### src/rtl/result_writer.sv
// rtl/result_writer.sv - packs filtered 8-bit pixels MSB-first into 32-bit words and writes them to the BRAM result region
module result_writer #(
  parameter int                  DATA_WIDTH     = 32,
  parameter int                  ADDR_WIDTH     = 32,
  parameter logic [ADDR_WIDTH-1:0] RESULT_ADDR  = 32'hB000_1000,
  parameter int                  PIXEL_SIZE     = 8,
  parameter int                  IMAGE_SIZE     = 676,
  parameter int                  TOT_NUM_IMAGES = 4
) (
  input  logic                  clk,
  input  logic                  reset,
  input  logic                  start,
  input  logic [PIXEL_SIZE-1:0] pixel_in,
  input  logic                  pixel_in_valid,
  output logic                  pixel_ready,
  output logic [ADDR_WIDTH-1:0] bram_addr,
  output logic [DATA_WIDTH-1:0] bram_din,
  output logic                  bram_en,
  output logic [3:0]            bram_we,
  output logic                  busy,
  output logic                  done
);

  localparam int PIX_W = $clog2(IMAGE_SIZE + 1);
  localparam int IMG_W = $clog2(TOT_NUM_IMAGES + 1);

  typedef enum logic [1:0] {ST_IDLE, ST_COLLECT, ST_DONE} state_t;

  state_t                state;
  logic                  prev_start;
  logic [1:0]            index_count;
  logic [PIX_W-1:0]      pixel_count;
  logic [IMG_W-1:0]      image_count;
  logic [DATA_WIDTH-1:0] pack_reg;
  logic [ADDR_WIDTH-1:0] wr_ptr;

  logic                  start_edge;
  logic                  accept;
  logic                  image_last;
  logic                  word_done;
  logic [DATA_WIDTH-1:0] lane_word;
  logic [DATA_WIDTH-1:0] merged_word;

  assign pixel_ready = (state == ST_COLLECT);
  assign start_edge  = start && !prev_start;
  assign accept      = pixel_ready && pixel_in_valid;
  assign image_last  = (pixel_count == PIX_W'(IMAGE_SIZE - 1));
  assign word_done   = (index_count == 2'd3) || image_last;

  // Lane 0 is the most significant byte so the reader's unpacking matches.
  always_comb begin
    lane_word   = {pixel_in, {(DATA_WIDTH-PIXEL_SIZE){1'b0}}} >> (32'(index_count) * PIXEL_SIZE);
    merged_word = pack_reg | lane_word;
  end

  always_ff @(posedge clk or posedge reset) begin
    if (reset) begin
      state       <= ST_IDLE;
      prev_start  <= 1'b0;
      index_count <= '0;
      pixel_count <= '0;
      image_count <= '0;
      pack_reg    <= '0;
      wr_ptr      <= '0;
      bram_addr   <= '0;
      bram_din    <= '0;
      bram_en     <= 1'b0;
      bram_we     <= 4'h0;
      busy        <= 1'b0;
      done        <= 1'b0;
    end else begin
      prev_start <= start;
      bram_en    <= 1'b0;
      bram_we    <= 4'h0;
      case (state)
        ST_IDLE, ST_DONE: begin
          if (start_edge) begin
            state       <= ST_COLLECT;
            index_count <= '0;
            pixel_count <= '0;
            image_count <= '0;
            pack_reg    <= '0;
            wr_ptr      <= RESULT_ADDR;
            busy        <= 1'b1;
            done        <= 1'b0;
          end
        end
        ST_COLLECT: begin
          if (accept) begin
            if (word_done) begin
              // Completed word goes out; the pack register restarts empty so
              // a short final word of an image has zeroed trailing lanes.
              bram_din    <= merged_word;
              bram_addr   <= wr_ptr;
              bram_en     <= 1'b1;
              bram_we     <= 4'hF;
              wr_ptr      <= wr_ptr + ADDR_WIDTH'(4);
              pack_reg    <= '0;
              index_count <= '0;
            end else begin
              pack_reg    <= merged_word;
              index_count <= index_count + 2'd1;
            end
            if (image_last) begin
              pixel_count <= '0;
              image_count <= image_count + IMG_W'(1);
              if (image_count == IMG_W'(TOT_NUM_IMAGES - 1)) begin
                state <= ST_DONE;
                busy  <= 1'b0;
                done  <= 1'b1;
              end
            end else begin
              pixel_count <= pixel_count + PIX_W'(1);
            end
          end
        end
        default: state <= ST_IDLE;
      endcase
    end
  end

endmodule

### config.mk
export PLATFORM = sky130hd
export DESIGN_NAME = result_writer
export DESIGN_NICKNAME = d
export VERILOG_FILES = /design/src/rtl/result_writer.sv
export SDC_FILE = /design/constraint.sdc
export NUM_CORES = 1
export LEC_CHECK = 0
export ABC_AREA = 1
export CORE_ASPECT_RATIO = 0.8
export CORE_MARGIN = 1
export CORE_UTILIZATION = 50
export DETAILED_ROUTE_END_ITERATION = 6
export MAX_ROUTING_LAYER = met4
export PLACE_DENSITY = 0.76
export REMOVE_ABC_BUFFERS = 1
export SLEW_MARGIN = 20
export SYNTH_ARGS = -nofsm -noshare
export SYNTH_HDL_FRONTEND = slang
export SYNTH_SLANG_ARGS = --single-unit
### constraint.sdc
create_clock -name clk -period 6.94 [get_ports clk]
set_input_delay 1.388 -clock clk [delete_from_list [all_inputs] [get_ports clk]]
set_output_delay 1.388 -clock clk [all_outputs]
set_load 0.01 [all_outputs]
; ---- After elaboration in Yosys (flattened, before gate mapping)
; Index checks and enable logic that the tools add are counted.
[word_totals]
mem_count = 0
mem_bits_ro = 0
output_inout_bits = 72
latchBits = 0
ram_bits = 0
register_bits = 153
in_bits = 12
[classes]
shifts = 1
magnitude_cmp = 0
n_bitwise = 1
n_div = 0
n_addsub = 4
eq_ne = 10
mux = 41
n_mul = 0
n_reduce_logical = 13
[op_table]
columns = cell, count
row1 = 32-bit two-way mux, 6
row2 = 32-bit one-hot mux with 2 select lines, 2
row3 = 32-bit by 3-bit adder with 32-bit output (second input constant), 1
row4 = 32-bit bitwise OR, 1
row5 = 32-bit by 5-bit >> shifter with 32-bit output, 1
row6 = 10-bit two-way mux, 3
row7 = 10-bit one-hot mux with 2 select lines, 1
row8 = 2-bit two-way mux, 7
row9 = 4-bit two-way mux, 3
row10 = 4-bit AND reduction, 3
row11 = 1-bit two-way mux, 11
row12 = 10-bit by 1-bit adder with 10-bit output (second input constant), 1
row13 = 10-bit equality test (second input constant), 1
row14 = 3-bit two-way mux, 3
row15 = 2-bit by 1-bit != test with 1-bit output (second input constant), 4
row16 = 2-bit one-hot mux with 2 select lines, 2
row17 = 3-bit one-hot mux with 2 select lines, 1
row18 = 3-bit AND reduction, 2
row19 = 5-bit AND reduction, 1
row20 = 2-bit equality test (second input constant), 2
row21 = 1-bit one-hot mux with 2 select lines, 2
row22 = 3-bit by 1-bit adder with 3-bit output (second input constant), 1
row23 = 3-bit by 2-bit equality test with 1-bit output (second input constant), 1
row24 = 2-bit by 1-bit adder with 2-bit output (second input constant), 1
row25 = 8 further kinds, 9

; ---- Depth between registers and ports, before layout
; Gate-level depths: netlist of run 1.
[logic_depth]
ltp_word = 5
depth_mapped = 10
ltp_nobuf = 10

; ---- Least setup slack after synthesis of run 1
; No wires, ideal clock.
[synth_timing]
path_kind = input to register
startpoint = input port start
endpoint = register pixel_count[3]
stages = 6
n_path_buf = 0
arrival_ps = 2051
setup_time_ps = 120
required_time_ps = 6820
setup_slack_ps = 4769
cell_sequence = nand3_1 -> nand2_4 -> inv_2 -> nor2_2 -> nand2_1 -> and3_1
[synth_between]
elab_chain_cells = 3
[synth_rtl]
columns = element, line
row1 = "start, declared", 12  ; input logic start,
row2 = 1-bit logical AND, 45  ; assign start_edge = start && !prev_start;
row3 = 2-bit != test (no source line), n/a
row4 = 3-bit AND reduction (no source line), n/a
row5 = "end signal, assigned", 113  ; pixel_count <= pixel_count + PIX_W'(1);
row6 = "end, declared", 32  ; logic [PIX_W-1:0] pixel_count;
; No other way between the ends.
; A chain may end at the register's enable or synchronous reset.

; ---- Final worst setup path of run 1
[layout_timing]
startpoint = input port start
endpoint = register wr_ptr[6]
[layout_between]
elab_chain_cells = 3
[layout_rtl]
columns = element, line
row1 = 1-bit logical AND, 45
row2 = 2-bit != test (no source line), n/a
row3 = 4-bit AND reduction (no source line), n/a
row4 = "end signal, assigned", 97  ; wr_ptr <= wr_ptr + ADDR_WIDTH'(4);
row5 = "end, declared", 35  ; logic [ADDR_WIDTH-1:0] wr_ptr;
; No other way between the ends.

==> results of run 1 <==
==> kinds of logic after synthesis <==
| family | after synthesis | share of synthesized area, % |
|---|---|---|
| xor gates and xnor gates | 14 | 1.81 |
| and+or+nand+nor | 411 | 25.4 |
| DFF | 145 | 53.7 |
| AOI/OAI and AO/OA | 144 | 11.1 |
| adders and majority gates | 5 | 0.925 |
| other | 1 | 0.0555 |
| buffers and inverters | 108 | 7.00 |
==> power by group through the flow <==
stage | registers, mW | logic (mW) | clock network (mW)
final | 1.35 | 0.988 | 0.957
after global routing | 1.39 | 1.12 | 1.01
after CTS | 1.35 | 1.00 | 0.968
after detailed placement | 1.35 | 0.986 | 0
after global placement | 1.35 | 0.960 | 0
after floorplan | 1.38 | 0.491 | 0
==> cell usage in the layout, fill, tap and decap left out, drive strengths merged <==
master,synthesis,final
inv,71,73
o21a,2,2
and3,2,2
o21bai,3,3
conb,1,2
clkbuf,6,18
dfrtp,145,145
a21oi,34,34
bufinv,0,4
nand4,3,3
ha,5,5
or2,2,2
a31oi,4,4
nor3,20,20
nand3,43,43
xor2,13,13
xnor2,1,1
buf,30,2
nor2,97,97
a31o,2,2
clkinv,1,4
clkdlybuf4s50,0,81
clkinvlp,0,4
nand2,244,244
o21ai,99,99
==> worst min-delay path: stages, from the launching register on <==
cell and delay [ns]:
sky130_fd_sc_hd__dfrtp_1 0.34, sky130_fd_sc_hd__nand2_1 0.06, sky130_fd_sc_hd__nand2_1 0.05
==> area by class of cell <==
class	instances	area (um2)
clock buffer	18	429
clock inverter	13	186
fill	1094	4780
inverter	72	275
multi-input combinational	576	2660
sequential	145	3630
tap	175	219
timing repair buffer	83	826
==> metrics by stage <==
| step | cell area (um2) | instances |
|---|---|---|
| floorplan | 6560 | 793 |
| global placement | 7610 | 1051 |
| detailed placement | 7610 | 1051 |
| CTS | 8230 | 1082 |
| global route | 8230 | 1082 |
| finish | 8230 | 1082 |
==> worst max path at each step <==
| stage | startpoint | end | slack, ns | cells after the start |
|---|---|---|---|---|
| finish | start | wr_ptr[6] | 3.78 | 6 |
| global route | start | wr_ptr[4] | 3.56 | 6 |
| CTS | start | wr_ptr[6] | 3.77 | 6 |
| detailed placement | start | wr_ptr[5] | 3.38 | 6 |
| global placement | start | wr_ptr[5] | 3.45 | 6 |
| floorplan | reset | bram_addr[10] | 1.66 | 1 |
==> per-layer routing <==
metal | wire [um] | track usage (%) | part of all wire, % | vias to the layer above
li1 | - | - | - | 2781
met1 | 7680 | 35.8 | 50 | 2604
met2 | 6560 | 34.2 | 43 | 164
met3 | 881 | 5.58 | 5.8 | 12
met4 | 110 | 6.15 | 0.72 | 0
met5 | 0 | - | 0 | -
==> summary.md, run 1 <==
| Metric | Value |
|---|---|
| Outcome | `complete, no violations` |
| Kind of launch point of the worst setup path | `primary input` |
| Area share of the largest cell type after synthesis | `53.7%` |
| Setup slack, reg-to-reg | `4.66 ns` |
| Sequential share of power | `40.9%` |
| Die W | `132 um` |
| Global-route wire length before repair | `26.3 mm` |
| Count of buffers added by post-CTS timing repair for setup | `0` |
| Cell with the most instances after synthesis | `sky130_fd_sc_hd__nand2_1` |
| Final TNS setup | `0 ns` |
| TritonCTS sink count | `145` |
| FF+latch count, synth | `145` |
| Maximum capacitance violations | `0` |
| Overflow after GRT | `0` |
| Cell internal power dissipation | `2.20 mW` |
| Initial core utilization | `52.0%` |
| Total DRC errors in the routed layout | `0` |
| Count of port buffers added during placement | `81` |
| Final setup vio count | `0` |
| R2r startpoint | `state[1]` |
| Cell count of the worst reg-to-reg path | `6` |
| Cell types with the largest area share after synthesis | `sky130_fd_sc_hd__dfrtp_1 54%, sky130_fd_sc_hd__nand2_1 13%, sky130_fd_sc_hd__nor2_1 5.1%` |
| CP cell instances | `clkdlybuf4s50_1 > nand3_1 > nand2_4 > nand2_4 > inv_2 > o21ai_0` |
| Detailed Routing Iterations Pass 1 | `5` |
| Arrival time worst endpoint | `3.41 ns` |
| Slew Limit Fails | `0` |
| Switching share of power | `33.3%` |
| Predominant post-synthesis flop cell | `sky130_fd_sc_hd__dfrtp_1` |
| CP Class | `primary input to flip-flop` |
| Number of nets at the end of the flow | `912` |
| Setup slack of the critical path after layout | `3.78 ns` |
| Clock tree from TritonCTS | `built` |
| Static leakage | `3.75 nW` |
| Commonest cells in the netlist | `238 x sky130_fd_sc_hd__nand2_1, 145 x sky130_fd_sc_hd__dfrtp_1, 91 x sky130_fd_sc_hd__nor2_1` |
| Number of cells upsized or downsized after cts | `0` |
| Portion of total power attributed to the clock network | `29.1%` |
| Via-to-Cell Ratio | `5.14` |
| Fmax | `317 MHz` |
| Routability congestion estimate | `0.973` |
| Cell repeated most along the worst path | `sky130_fd_sc_hd__nand2_4` |
| Core region area | `0.0130 mm2` |
| Total Die Area | `0.0140 mm2` |
| Endpoint of the lowest-slack register-to-register path | `wr_ptr[6]` |
| Average routed wire per standard cell | `14.1 um` |
| Hold-fix buffers at CTS | `0` |
| Final Skew | `0.0124 ns` |
| Clock latency on the worst-skew pair | `0.42 ns` |
| Hold Slack | `0.480 ns` |
| Iteration-0 DRC Markers | `418` |
| Startpoint of the most critical hold path | `bram_addr[9]` |
| Worst slack at placement | `3.38 ns` |
| Signed area change from the synthesized netlist to the final layout | `21.7%` |
| Ant diodes | `0` |
| Synth area leader | `sky130_fd_sc_hd__dfrtp_1` |
| Clock edge transition at the registers on the reported setup and hold paths | `0.05 ns` |
| Floorplan die height | `106 um` |
| Psw | `1.10 mW` |
| Clk Tree Root Cell | `sky130_fd_sc_hd__clkbuf_16` |
| Total power per unit cell area | `400 mW/mm2` |
| Final critical delay including setup and external delays | `3.16 ns` |
| Hold Path Cell Cnt | `2` |
| Required @ worst endpoint | `7.19 ns` |
| Number of vias after detailed routing | `5561` |
| Number of different library cells in the post-synthesis netlist | `34` |
| Warning count from the yosys run | `0` |
| EDFF count, synth | `0` |
| Endpoint, Worst Hold | `bram_addr[9]` |
| Worst voltage drop across the vdd grid | `0.000237 V` |
| Relative max-transition margin | `31.5%` |
| Hold Crit Class | `flip-flop to flip-flop` |
| Synthesized cell area | `0.00676 mm2` |
| Global-route usage over all layers | `24.5%` |
| Count of buffer and inverter cells on the critical path | `2` |
| Buffers from clock root to sink, at most | `2` |
| Largest delay contributor family on the critical path | `buffers and inverters` |
| Total clock buffers created by CTS | `17` |
| Period Utilization, post-route | `45.5%` |
| Category of the worst setup path capture point | `flip-flop` |
| Cells after Synth | `828` |
| Synthesized area per cell | `8.16 um2` |
| Post-detail-place hpwl | `9.72 mm` |
| Num rows | `37` |
| Initial antenna violation count | `0` |
| Remaining antenna violation count after routing | `0` |
| Share of post-route cells with drive strength above 1 | `6.62%` |
| Logic gate share of total power | `30.0%` |
| Via count of the first global-routing pass | `5301` |
| Slew of the pin with the lowest slew margin | `1.03 ns` |
| Share of synthesized flip-flops with an asynchronous set or reset | `100%` |
| H-tree levels | `4` |
| Max FO, Critical Path | `41` |
| Setup repair after global routing missed its margin | `no` |
| Boundary pin count | `84` |
| Total count of hold-check failures in the final report | `0` |
| Sequential fraction of the synthesis area | `53.7%` |
| Worst stage delay on the critical path | `0.59 ns` |
| Maximum number of pins on one net before global-route repair | `109` |
| Total Power | `3.29 mW` |
| Final routed wirelength across all metal layers | `15.2 mm` |
| Post-layout utilization of the core | `63.2%` |
| Critical path's slowest cell | `sky130_fd_sc_hd__inv_2` |
Note: power is estimated with default switching activity, not from simulation.
==> inputs of run 2 (changes only) <==
==> constraint.sdc (replaced) <==
create_clock -name clk -period 3 [get_ports clk]
set_input_delay 0.6 -clock clk [delete_from_list [all_inputs] [get_ports clk]]
set_output_delay 0.6 -clock clk [all_outputs]
set_load 0.01 [all_outputs]
==> run 2 against run 1 <==
Effect of this change: routed wire length up 4.1%; cell area up 0.64%; first-iteration DRC count up 8.4%; via count is 1.9% higher; worst hold slack gained 0.0070 ns; global-route usage up 0.59 points; die area unchanged; cell count is 0.83% higher; combinational power increased by 140%; clock power up 120%; sequential cell count is the same; clock-buffer cell count did not move; highest routed layer unchanged.
==> summary.md, run 2 (synthesis gave the netlist of run 1 again) <==
| Metric | Value |
|---|---|
| Period Utilization, post-route | `76.2%` |
| Count of port buffers added during placement | `81 (unchanged)` |
| Floorplan die height | `106 um (unchanged)` |
| Relative max-transition margin | `52.9% (+21 points)` |
| Clock tree from TritonCTS | `built` |
| Final critical delay including setup and external delays | `2.29 ns` |
| Count of buffers added by post-CTS timing repair for setup | `0 (unchanged)` |
| Outcome | `complete, no violations` |
| Kind of launch point of the worst setup path | `flip-flop` |
| Logic gate share of total power | `31.2% (+1.2 points)` |
| Count of buffer and inverter cells on the critical path | `1 (-1)` |
| Detailed Routing Iterations Pass 1 | `5 (unchanged)` |
| Most frequent standard cell in the layout excluding fill and tap cells | `sky130_fd_sc_hd__nand2_1` |
| TritonCTS sink count | `145 (unchanged)` |
| Signed area change from the synthesized netlist to the final layout | `22.5%` |
| Routability congestion estimate | `0.882 (-9.3%)` |
| Global-route wire length before repair | `26.7 mm (+1.5%)` |
| Die W | `132 um (unchanged)` |
| Total cell area at the placement stage | `0.00770 mm2 (+1.1%)` |
| Most used cells in the layout excluding fill and tap cells | `238 x sky130_fd_sc_hd__nand2_1, 145 x sky130_fd_sc_hd__dfrtp_1, 91 x sky130_fd_sc_hd__nor2_1, 81 x sky130_fd_sc_hd__clkdlybuf4s50_1, 62 x sky130_fd_sc_hd__inv_1` |
| Total Die Area | `0.0140 mm2 (unchanged)` |
| Slew Limit Fails | `0 (unchanged)` |
| Maximum number of pins on one net before global-route repair | `66 (-39%)` |
| Hold-fix buffers at CTS | `0 (unchanged)` |
| Total power per unit cell area | `912 mW/mm2 (+130%)` |
| Num rows | `37 (unchanged)` |
| Total clock buffers created by CTS | `17 (unchanged)` |
| Total count of hold-check failures in the final report | `0 (unchanged)` |
| Global-route usage over all layers | `25.1% (+0.59 points)` |
| Sequential share of power | `41.0% (about the same)` |
| H-tree levels | `4 (unchanged)` |
| Final routed wirelength across all metal layers | `15.9 mm (+4.1%)` |
| CP Class | `flip-flop to output pin` |
| Post-layout utilization of the core | `63.6% (+0.40 points)` |
| Core region area | `0.0130 mm2 (unchanged)` |
| Final Skew | `0.0143 ns (+0.00198 ns)` |
| CP cell instances | `nor2_8 > clkdlybuf4s50_1` |
| Number of cells upsized or downsized after cts | `0 (unchanged)` |
| Clock latency on the worst-skew pair | `0.43 ns (about the same)` |
| Via-to-Cell Ratio | `5.19 (+1.1%)` |
| Share of post-route cells with drive strength above 1 | `7.64% (+1.0 points)` |
| Maximum capacitance violations | `0 (unchanged)` |
| Portion of total power attributed to the clock network | `27.7% (-1.4 points)` |
| Static leakage | `3.79 nW (+1.0%)` |
| Average routed wire per standard cell | `14.5 um (+3.2%)` |
| Ant diodes | `0 (unchanged)` |
| Overflow after GRT | `0 (unchanged)` |
| Buffers from clock root to sink, at most | `2 (unchanged)` |
| Critical path's slowest cell | `sky130_fd_sc_hd__clkdlybuf4s50_1` |
| Total DRC errors in the routed layout | `0 (unchanged)` |
| Number of nets at the end of the flow | `920 (+0.88%)` |
| Category of the worst setup path capture point | `output pin` |
| Boundary pin count | `84 (unchanged)` |
| Setup repair after global routing missed its margin | `no` |
| Design area | `0.00828 mm2 (+0.64%)` |
| Number of vias after detailed routing | `5667 (+1.9%)` |
| Switching share of power | `34.9% (+1.6 points)` |
| Cell internal power dissipation | `4.91 mW (+120%)` |
| Fmax | `437 MHz` |
| Largest delay contributor family on the critical path | `buffers and inverters` |
| Initial antenna violation count | `0 (unchanged)` |
| Hold Crit Class | `flip-flop to flip-flop` |
| Clock edge transition at the registers on the reported setup and hold paths | `0.06 ns (about the same)` |
| Final setup vio count | `0 (unchanged)` |
| Worst voltage drop across the vdd grid | `0.000727 V (+210%)` |
| Arrival time worst endpoint | `1.69 ns (-1.72 ns)` |
| Worst stage delay on the critical path | `0.58 ns (about the same)` |
| Required @ worst endpoint | `2.40 ns (-4.79 ns)` |
| Via count of the first global-routing pass | `5329 (+0.53%)` |
| Max FO, Critical Path | `10 (-76%)` |
| Slew of the pin with the lowest slew margin | `0.705 ns (-0.323 ns)` |
| Post-detail-place hpwl | `10.6 mm (+8.6%)` |
| Initial core utilization | `52.0% (unchanged)` |
| Iteration-0 DRC Markers | `453 (+8.4%)` |
| Clk Tree Root Cell | `sky130_fd_sc_hd__clkbuf_16` |
| Psw | `2.64 mW (+140%)` |
| Remaining antenna violation count after routing | `0 (unchanged)` |
## run 2: power groups by stage
stage               sequential, mW  combinational (mW)  clock [mW]
global placement              3.09                2.30           0
finish                        3.10                2.36        2.09
CTS                           3.09                2.38        2.11
global route                  3.19                2.62        2.21
floorplan                     3.18                1.14           0
detailed placement            3.10                2.36           0
## run 2: worst min-delay path, cell delays in order (launching register included)
cell and delay, ns:
sky130_fd_sc_hd__dfrtp_1 0.35, sky130_fd_sc_hd__nand2_1 0.06, sky130_fd_sc_hd__nand2_1 0.05
## run 2: through the flow
stage,instances,hold slack [ns],total power [mW],setup WS [ns],setup TNS [ns]
after floorplan,793,0.447,4.32,-1.49,-216.72
after global placement,1059,0.465,5.39,0.572,0
after detailed placement,1059,0.467,5.46,0.505,0
after CTS,1091,0.487,7.58,0.702,0
after global routing,1091,0.502,8.02,0.617,0
final,1091,0.487,7.55,0.714,0
## run 2: routing by layer
| layer | GRT usage (%) | vias up | share of wire [%] |
|---|---|---|---|
| met3 | 5.01 | 19 | 5.1 |
| met2 | 35.9 | 129 | 44 |
| met4 | 6.73 | 0 | 1.1 |
| met5 | - | - | 0 |
| li1 | - | 2799 | - |
| met1 | 36.3 | 2720 | 50 |
## run 2: worst paths after layout
path	startpoint	endpoint	slack, ns	cells after the start
worst max-delay path	state[1]	pixel_ready	0.71	2
worst min-delay path	bram_addr[3]	bram_addr[3]	0.49	2
worst max register to register	index_count[0]	pack_reg[14]	0.79	7
max in group asynchronous	reset	pixel_count[6]	1.65	3
worst min register to register	bram_addr[3]	bram_addr[3]	0.49	2
min in group asynchronous	reset	bram_din[11]	0.63	2
## run 2: cell type report
class,count,area [um2]
fillers,1113,4730
flip-flops and latches,145,3630
multi-input cells,576,2660
repair buffers,91,911
clock buffers,18,439
inverters,72,275
well taps,175,219
clock inverters,14,144
==> inputs of run 3 (changes only) <==
--- a/config.mk
+++ b/config.mk
@@ -11,7 +11,7 @@
 export CORE_UTILIZATION = 50
 export DETAILED_ROUTE_END_ITERATION = 6
 export MAX_ROUTING_LAYER = met4
-export PLACE_DENSITY = 0.76
+export PLACE_DENSITY = 0.79
 export REMOVE_ABC_BUFFERS = 1
 export SLEW_MARGIN = 20
 export SYNTH_ARGS = -nofsm -noshare
==> constraint.sdc (replaced) <==
create_clock -name clk -period 1.92 [get_ports clk]
set_input_delay 0.384 -clock clk [delete_from_list [all_inputs] [get_ports clk]]
set_output_delay 0.384 -clock clk [all_outputs]
set_load 0.01 [all_outputs]
==> run 3 against run 2 <==
Effect of this change: sequential share of layout area is 0.96 points lower; combinational power up 65%; register-to-register slack worse by 0.62 ns; die area is the same; utilization grew 1.4 points; routed wire length grew 1.6%; cell count increased by 1.2%; critical endpoint is now bram_we[1]; highest routed layer unchanged.
==> summary.md, run 3 (synthesis gave the netlist of run 1 again) <==
| Metric | Value |
|---|---|
| Outcome | `complete, no violations` |
| Iteration-0 DRC Markers | `387 (-15%)` |
| Capture point of the worst path | `bram_we[1]` |
| Setup slack of the critical path after layout | `0.138 ns (-0.576 ns)` |
| Total power per unit cell area | `1410 mW/mm2 (+55%)` |
| Detailed Routing Iterations Pass 1 | `5 (unchanged)` |
| Count of buffer and inverter cells on the critical path | `1 (unchanged)` |
| Die W | `132 um (unchanged)` |
| Logic depth of the worst setup path including buffers | `1 (-1)` |
| Endpoint of the lowest-slack register-to-register path | `wr_ptr[28]` |
| Period Utilization, post-route | `92.8%` |
| Final setup vio count | `0 (unchanged)` |
| Share of post-route cells with drive strength above 1 | `8.93% (+1.3 points)` |
| Routability congestion estimate | `0.917 (+4.0%)` |
| Maximum capacitance violations | `0 (unchanged)` |
| Critical path launch point | `bram_we[2]` |
| Initial antenna violation count | `0 (unchanged)` |
| Switching share of power | `34.6% (-0.30 points)` |
| Number of vias after detailed routing | `5739 (+1.3%)` |
| Global-route usage over all layers | `26.0% (+0.92 points)` |
| Maximum number of pins on one net before global-route repair | `95 (+44%)` |
| Clock tree from TritonCTS | `built` |
| Layout fillers | `1075 (-3.4%)` |
| CP Class | `flip-flop to output pin` |
| H-tree levels | `4 (unchanged)` |
| Post-detail-place hpwl | `10.8 mm (+2.6%)` |
| Global-route wire length before repair | `27.7 mm (+3.7%)` |
| Total clock buffers created by CTS | `17 (unchanged)` |
| Kind of launch point of the worst setup path | `flip-flop` |
| Remaining antenna violation count after routing | `0 (unchanged)` |
| Most frequent standard cell in the layout excluding fill and tap cells | `sky130_fd_sc_hd__nand2_1` |
| Core region area | `0.0130 mm2 (unchanged)` |
| Category of the worst setup path capture point | `output pin` |
| Critical path's slowest cell | `sky130_fd_sc_hd__clkdlybuf4s50_1` |
| Required @ worst endpoint | `1.54 ns (-0.86 ns)` |
| Num rows | `37 (unchanged)` |
| Total count of hold-check failures in the final report | `0 (unchanged)` |
| Met2 track demand over resource in global routing | `39.0% (+3.1 points)` |
| Total DRC errors in the routed layout | `0 (unchanged)` |
| Via-to-Cell Ratio | `5.20 (about the same)` |
| Count of port buffers added during placement | `81 (unchanged)` |
| Worst voltage drop across the vdd grid | `0.000760 V (+4.4%)` |
| Via count of the first global-routing pass | `5620 (+5.5%)` |
| Area occupied by multi-input gates | `0.00266 mm2 (unchanged)` |
| Final Skew | `0.00628 ns (-0.00806 ns)` |
| Sequential share of power | `40.3% (-0.7 points)` |
| Buffers from clock root to sink, at most | `2 (unchanged)` |
| Worst slack at placement | `0.0267 ns (-0.478 ns)` |
| Fmax | `561 MHz` |
| Cell internal power dissipation | `7.81 mW (+59%)` |
| Setup repair after global routing missed its margin | `no` |
| Most used cells in the layout excluding fill and tap cells | `238 x sky130_fd_sc_hd__nand2_1, 145 x sky130_fd_sc_hd__dfrtp_1, 91 x sky130_fd_sc_hd__nor2_1, 80 x sky130_fd_sc_hd__clkdlybuf4s50_1, 62 x sky130_fd_sc_hd__inv_1` |
| Inst Count DP | `1070 (+1.0%)` |
| Logic gate share of total power | `32.6% (+1.4 points)` |
| Initial core utilization | `52.0% (unchanged)` |
| Largest delay contributor family on the critical path | `buffers and inverters` |
| Slew Limit Fails | `0 (unchanged)` |
| Met3 track utilization from global routing | `6.06% (+1.0 points)` |
| Boundary pin count | `84 (unchanged)` |
| Floorplan die height | `106 um (unchanged)` |
| Hold Crit Class | `primary input to async pin` |
| Clock latency on the worst-skew pair | `0.42 ns (about the same)` |
| CP cell instances | `clkdlybuf4s50_1` |
| Total Die Area | `0.0140 mm2 (unchanged)` |
| Slew of the pin with the lowest slew margin | `0.560 ns (-0.145 ns)` |
| Final critical delay including setup and external delays | `1.78 ns` |
| Final std cells w/o fill | `1104 (+1.2%)` |
| R2r startpoint | `wr_ptr[3]` |
| Setup slack, reg-to-reg | `0.17 ns (-0.62 ns)` |
| Portion of total power attributed to the clock network | `27.1% (-0.6 points)` |
| Clock edge transition at the registers on the reported setup and hold paths | `0.06 ns (about the same)` |
| Global routing met1 resource utilization | `35.5% (-0.82 points)` |
| Clk Tree Root Cell | `sky130_fd_sc_hd__clkbuf_16` |
| Final routed wirelength across all metal layers | `16.1 mm (+1.6%)` |
| Worst stage delay on the critical path | `0.57 ns (about the same)` |
| Max FO, Critical Path | `5 (-5)` |
| Overflow after GRT | `0 (unchanged)` |
| Signed area change from the synthesized netlist to the final layout | `25.2%` |
| Psw | `4.14 mW (+57%)` |
| TritonCTS sink count | `145 (unchanged)` |
| Average routed wire per standard cell | `14.6 um (+0.43%)` |
| Relative max-transition margin | `62.4% (+9.5 points)` |
| Cell count of the worst reg-to-reg path | `10 (+3)` |
| Routing layer with the top usage in global route | `met2` |
| Arrival time worst endpoint | `1.40 ns (-0.29 ns)` |
| Static leakage | `3.88 nW (+2.4%)` |
| Ant diodes | `0 (unchanged)` |
| Area taken by flip-flops and latches | `0.00363 mm2 (unchanged)` |
| Number of nets at the end of the flow | `933 (+1.4%)` |
run 3: cell count changes in the layout (fill, tap and decap cells not counted):
cell / change
sky130_fd_sc_hd__clkinv_4: +2
sky130_fd_sc_hd__clkdlybuf4s50_1: -1
sky130_fd_sc_hd__buf_12: +7
sky130_fd_sc_hd__inv_8: -3
sky130_fd_sc_hd__dlymetal6s2s_1: +1
sky130_fd_sc_hd__buf_4: +6
sky130_fd_sc_hd__clkbuf_8: +1
run 3: cell type report:
type | instances | area share (%)
multi-input combinational | 576 | 31.5
sequential | 145 | 42.9
inverter | 72 | 3.25
tap | 175 | 2.59
timing repair buffer | 104 | 13.0
clock inverter | 13 | 1.51
clock buffer | 19 | 5.35
run 3: metal layers:
layer	up-vias	wire length, um
met1	2723	7690
met3	17	923
met2	170	7340
met4	0	161
met5	-	0
li1	2829	-
run 3: how the worst min path moves through the flow:
stage,start,to,slack (ns)
after global routing,reset,bram_addr[16],0.34
after floorplan,start,prev_start,0.42
after global placement,bram_din[0],bram_din[0],0.46
final,reset,bram_addr[16],0.30
after CTS,reset,bram_addr[16],0.31
after detailed placement,bram_din[13],bram_din[13],0.47
run 3: power groups by stage:
stage | clock, mW | combinational [mW] | sequential, mW
2_1_floorplan | 0 | 1.77 | 4.97
3_3_place_gp | 0 | 3.77 | 4.80
3_5_place_dp | 0 | 3.88 | 4.83
4_1_cts | 3.27 | 3.93 | 4.80
5_1_grt | 3.44 | 4.36 | 4.94
6_report | 3.24 | 3.90 | 4.81
run 3: through the flow:
step	setup TNS, ns	cell area (um2)	hold slack, ns	utilization, %	power, mW
2_1_floorplan	-344.76	6560	0.415	-	6.75
3_3_place_gp	0	7870	0.463	60.5	8.57
3_5_place_dp	0	7870	0.467	60.5	8.71
4_1_cts	0	8460	0.307	65.0	12.0
5_1_grt	0	8460	0.336	65.1	12.7
6_report	0	8460	0.303	65.1	12.0
run 3: what timing repair did:
| item | CTS | global route |
|---|---|---|
| gates resized for setup | 0 | 1 |
| endpoints found under the setup margin | 1 | 1 |
| setup buffers | 2 | 0 |
| hold buffers | 0 | 0 |
| pin swaps | 1 | 0 |
